===== config.mk =====
export PLATFORM = sky130hd
export DESIGN_NAME = input_conditioner
export DESIGN_NICKNAME = d
export VERILOG_FILES = /design/src/rtl/input_conditioner.sv
export SDC_FILE = /design/constraint.sdc
export NUM_CORES = 1
export LEC_CHECK = 0
export BUFFER_PORTS_ARGS = -buffer_cell sky130_fd_sc_hd__buf_2
export CORE_ASPECT_RATIO = 1.1
export CORE_MARGIN = 2
export CORE_UTILIZATION = 40
export CTS_CLUSTER_SIZE = 12
export DETAILED_ROUTE_END_ITERATION = 8
export GPL_TIMING_DRIVEN = 0
export HOLD_SLACK_MARGIN = 0.15
export PLACE_DENSITY = 0.61
export SYNTH_ARGS = -nofsm -noshare
export SYNTH_HDL_FRONTEND = slang
export SYNTH_SLANG_ARGS = --single-unit

===== constraint.sdc =====
create_clock -name clk -period 2.4 [get_ports clk]
set_input_delay 0.36 -clock clk [delete_from_list [all_inputs] [get_ports clk]]
set_output_delay 0.36 -clock clk [all_outputs]
set_load 0.1 [all_outputs]

===== src/rtl/input_conditioner.sv =====
// Purpose : condition raw board inputs for the game FSM (buttons -> sync + debounce + press pulse, switches -> sync only).
// Latency : button press sampled at edge k pulses at edge k+1+DEB_CYCLES; switches appear 2 edges after first sample.
// Backpressure: none; free-running, outputs are registered and never stalled.
//
// Ports:
//   clk, rst           rising-edge clock, synchronous active-high reset (priority over everything)
//   start_raw          raw start button (async, bouncy)
//   pAb_raw, pBb_raw   raw player A / player B fire buttons (async, bouncy)
//   X_raw, Y_raw       raw 2-bit coordinate switches (async)
//   start, pAb, pBb    one-cycle pulse per accepted press
//   X, Y               synchronized coordinate switches
module input_conditioner #(
  parameter int DEB_CYCLES = 500000,
  parameter int CNT_W      = 20
) (
  input  logic       clk,
  input  logic       rst,
  input  logic       start_raw,
  input  logic       pAb_raw,
  input  logic       pBb_raw,
  input  logic [1:0] X_raw,
  input  logic [1:0] Y_raw,
  output logic       start,
  output logic       pAb,
  output logic       pBb,
  output logic [1:0] X,
  output logic [1:0] Y
);

  localparam int NBTN = 3;  // bit 0 start, bit 1 player A, bit 2 player B

  // Terminal count: the cycle on which the disagreeing level has persisted DEB_CYCLES cycles.
  localparam logic [CNT_W-1:0] DEB_LAST = CNT_W'(DEB_CYCLES - 1);

  // Button path state
  logic [NBTN-1:0]            btn_raw;
  logic [NBTN-1:0]            btn_s1_q, btn_s1_d;
  logic [NBTN-1:0]            btn_s2_q, btn_s2_d;
  logic [NBTN-1:0]            lvl_q,    lvl_d;
  logic [NBTN-1:0][CNT_W-1:0] cnt_q,    cnt_d;
  logic [NBTN-1:0]            pulse_q,  pulse_d;

  // Switch path state: {Y, X}, each bit synchronized independently
  logic [3:0] sw_s1_q, sw_s1_d;
  logic [3:0] sw_s2_q, sw_s2_d;

  assign btn_raw = {pBb_raw, pAb_raw, start_raw};

  always_comb begin
    // Two-flop synchronizers
    btn_s1_d = btn_raw;
    btn_s2_d = btn_s1_q;
    sw_s1_d  = {Y_raw, X_raw};
    sw_s2_d  = sw_s1_q;

    lvl_d   = lvl_q;
    cnt_d   = cnt_q;
    pulse_d = '0;

    for (int i = 0; i < NBTN; i++) begin
      if (btn_s2_q[i] == lvl_q[i]) begin
        // Agreement (or a bounce back) restarts the qualification window.
        cnt_d[i] = '0;
      end else if (cnt_q[i] == DEB_LAST) begin
        lvl_d[i] = btn_s2_q[i];
        cnt_d[i] = '0;
      end else begin
        cnt_d[i] = cnt_q[i] + CNT_W'(1);
      end
      // Only an accepted rising level produces a pulse; releases are silent.
      pulse_d[i] = ~lvl_q[i] & lvl_d[i];
    end
  end

  always_ff @(posedge clk) begin
    if (rst) begin
      btn_s1_q <= '0;
      btn_s2_q <= '0;
      lvl_q    <= '0;
      cnt_q    <= '0;
      pulse_q  <= '0;
      sw_s1_q  <= '0;
      sw_s2_q  <= '0;
    end else begin
      btn_s1_q <= btn_s1_d;
      btn_s2_q <= btn_s2_d;
      lvl_q    <= lvl_d;
      cnt_q    <= cnt_d;
      pulse_q  <= pulse_d;
      sw_s1_q  <= sw_s1_d;
      sw_s2_q  <= sw_s2_d;
    end
  end

  assign start = pulse_q[0];
  assign pAb   = pulse_q[1];
  assign pBb   = pulse_q[2];
  assign X     = sw_s2_q[1:0];
  assign Y     = sw_s2_q[3:2];

endmodule


==> metrics <==
clk_lat worst skew=360 ps; commonest cells after routing, fill and taps aside=dfxtp_1, nor2_1, xnor2_1; Final ANT Viol Nets=0; post-synth top area share=47.0%; WP depth=7; synthesis warning total=0; crit path from=cnt_q[20]; largest net degree at the start of global routing=16; Reg area=1600 um2; unrepaired setup endpoints after global routing=no; commonest non-fill, non-tap cell in the layout=dfxtp_1; placed wire-length estimate=4530 um; Slew Viols, Final=0; Core Box Area=8320 um2; Clock Skew=15.6 ps; Setup CP Type=flip-flop to flip-flop; synth top area cells=dfxtp_1, xnor2_1, nor2_1, xor2_1, nand4_1; final hold vios=0; Setup crit end kind=flip-flop; top cell type by total area after synthesis=dfxtp_1; P_leak=0.00118 uW; postcts setup bufs=0; die area=9270 um2; critical path launch point type=flip-flop; MaxCap Viol Count=0; Die X=92.0 um; Final nets=411; final cell count without fillers=515; Post-synth EDFFs=0; overall die height=101 um; setup TNS=0 ps; Worst-Margin Slew=479 ps; min cycle time layout=2170 ps; Seq/Total Area, Yosys=47.0%; H-tree levels=3; Required @ worst endpoint=2640 ps; Placed Cells incl. Taps=499; Slew HR=67.6%; worst reg2reg path depth=7; vias in the first global route=2388; FP Rows=35; Mapped Nets=385; layout cells sized above 1=11.9%; final worst-path cycle share=90.4%; CTS tree=done; Tot GR Track Use=14.8%; antenna violations before repair=0; share of flip-flops with an asynchronous set or reset=0%; hold path start=Y_raw[0]; # DRC=0; Finished Cell Area=3810 um2; syn avg cell area=9.13 um2; achievable frequency=461 MHz; final wirelength=6340 um; Area growth syn-to-layout=11.9%; 1st-pass router iterations=4; antenna cells=0; Vias per Instance=5.15; family with the most delay on the worst path=buffers and inverters; gr ovfl total=0; Initial Utilization=40.9%; final core utilization=45.8%; Worst path slowest cell=o21ai_2; GPL Wtd Cong=0.822; Mapped Cells=373; status=finished, final reports clean; maximum vdd drop=265 uV; IO buf count=15; Yosys reg bits=80; root buffer cell=clkbuf_8; crit-path max cell delay=420 ps; WL per Instance=12.3 um; Via Count=2650; most used flip-flop cell after synthesis=dfxtp_1; fillcell total=829; CTS clk-pin slew, worst paths=90 ps; Worst Hold Depth=2; Post-Syn Area=3410 um2; worst hold path type=input port to flip-flop; first-pass GRT wire length=11000 um; critical path, cell by cell=ha_1 -> and3_1 -> clkbuf_1 -> nand4_1 -> o21ai_2 -> buf_2 -> nor2_1; Sink Count=80; TritonCTS Buffers=9; Worst EP arrival=2420 ps; Max FO, Critical Path=10; Power Dens Cells=612 nW/um2; Multi-input gate area=1720 um2; synth unique cells=39; area post-placement=3620 um2; First DRT Iteration DRCs=64; clk buf depth=2; worst path buffer plus inverter count=2; final setup fails=0; FF-to-FF Start=cnt_q[20]; I/O pin total=16
-- power by group --
part | leakage, uW | internal (uW) | switching (uW) | total (uW)
clock network | 0.0000895 | 414 | 519 | 933
logic | 0.000448 | 17.1 | 40.5 | 57.6
registers | 0.000647 | 1340 | 4.68 | 1340
-- layout make-up --
class | count | area share, %
Clock inverter | 6 | 1.31
Clock buffer | 10 | 3.61
Timing Repair Buffer | 15 | 1.97
Tap cell | 111 | 3.64
Multi-Input combinational cell | 271 | 45.1
Inverter | 10 | 0.985
Sequential cell | 80 | 42.0
Buffer | 12 | 1.38
-- logic make-up after synthesis --
| group | Yosys count | share of synthesized area, % |
|---|---|---|
| muxes | 2 | 0.588 |
| adders and majority gates | 3 | 1.10 |
| buffers and inverters | 22 | 2.65 |
| xor gates and xnor gates | 44 | 11.3 |
| and+or+nand+nor | 191 | 32.4 |
| AOI/OAI and AO/OA | 31 | 4.92 |
| DFF | 80 | 47.0 |
-- flip-flops by register name (all words and copies together), names as in the netlist --
register  count
cnt_q        60
sw_s1_q       4
sw_s2_q       4
btn_s1_q      3
btn_s2_q      3
lvl_q         3
pulse_q       3
-- Yosys cell counts (6+ instances only) --
library cell  count
a21oi_1          15
nand4_1          23
nor2_1           51
clkbuf_1          6
nand3_1          21
o21ai_0          11
and3_1            6
nor2b_1          14
nand2_1          11
buf_2             6
and4_1            6
nor4_1           11
nor3_1           11
xnor2_1          27
dfxtp_1          80
or3_1            11
inv_1            10
xor2_1           17
-- through the flow --
step | setup WS (ps) | hold slack (ps) | total power (uW)
3_3_place_gp | 95.9 | 419 | 1430
6_report | 229 | 202 | 2330
5_1_grt | 22.5 | 193 | 2430
4_1_cts | 55.3 | 186 | 2370
2_1_floorplan | 618 | 414 | 1420
3_5_place_dp | 92.0 | 425 | 1430
-- path summary, 6_finish.rpt --
kind,to,slack [ps]
worst max-delay path,cnt_q[31],230
worst min register to register,sw_s2_q[0],440
worst max register to register,cnt_q[31],230
worst min-delay path,sw_s1_q[2],200
-- metal layers --
metal / share of wire (%) / track usage (%) / up-vias
li1: - / - / 1372
met1: 48 / 18.5 / 1251
met2: 47 / 24.1 / 16
met3: 2.3 / 3.52 / 11
met4: 2.3 / 7.58 / 0
met5: 0 / 0 / -
-- timing repair --
action	in CTS	in global routing
resized for setup	0	1
setup endpoints to repair	0	10
endpoints found under the hold margin	0	0
hold buffers	0	0
(Power assumes the default switching activity.)
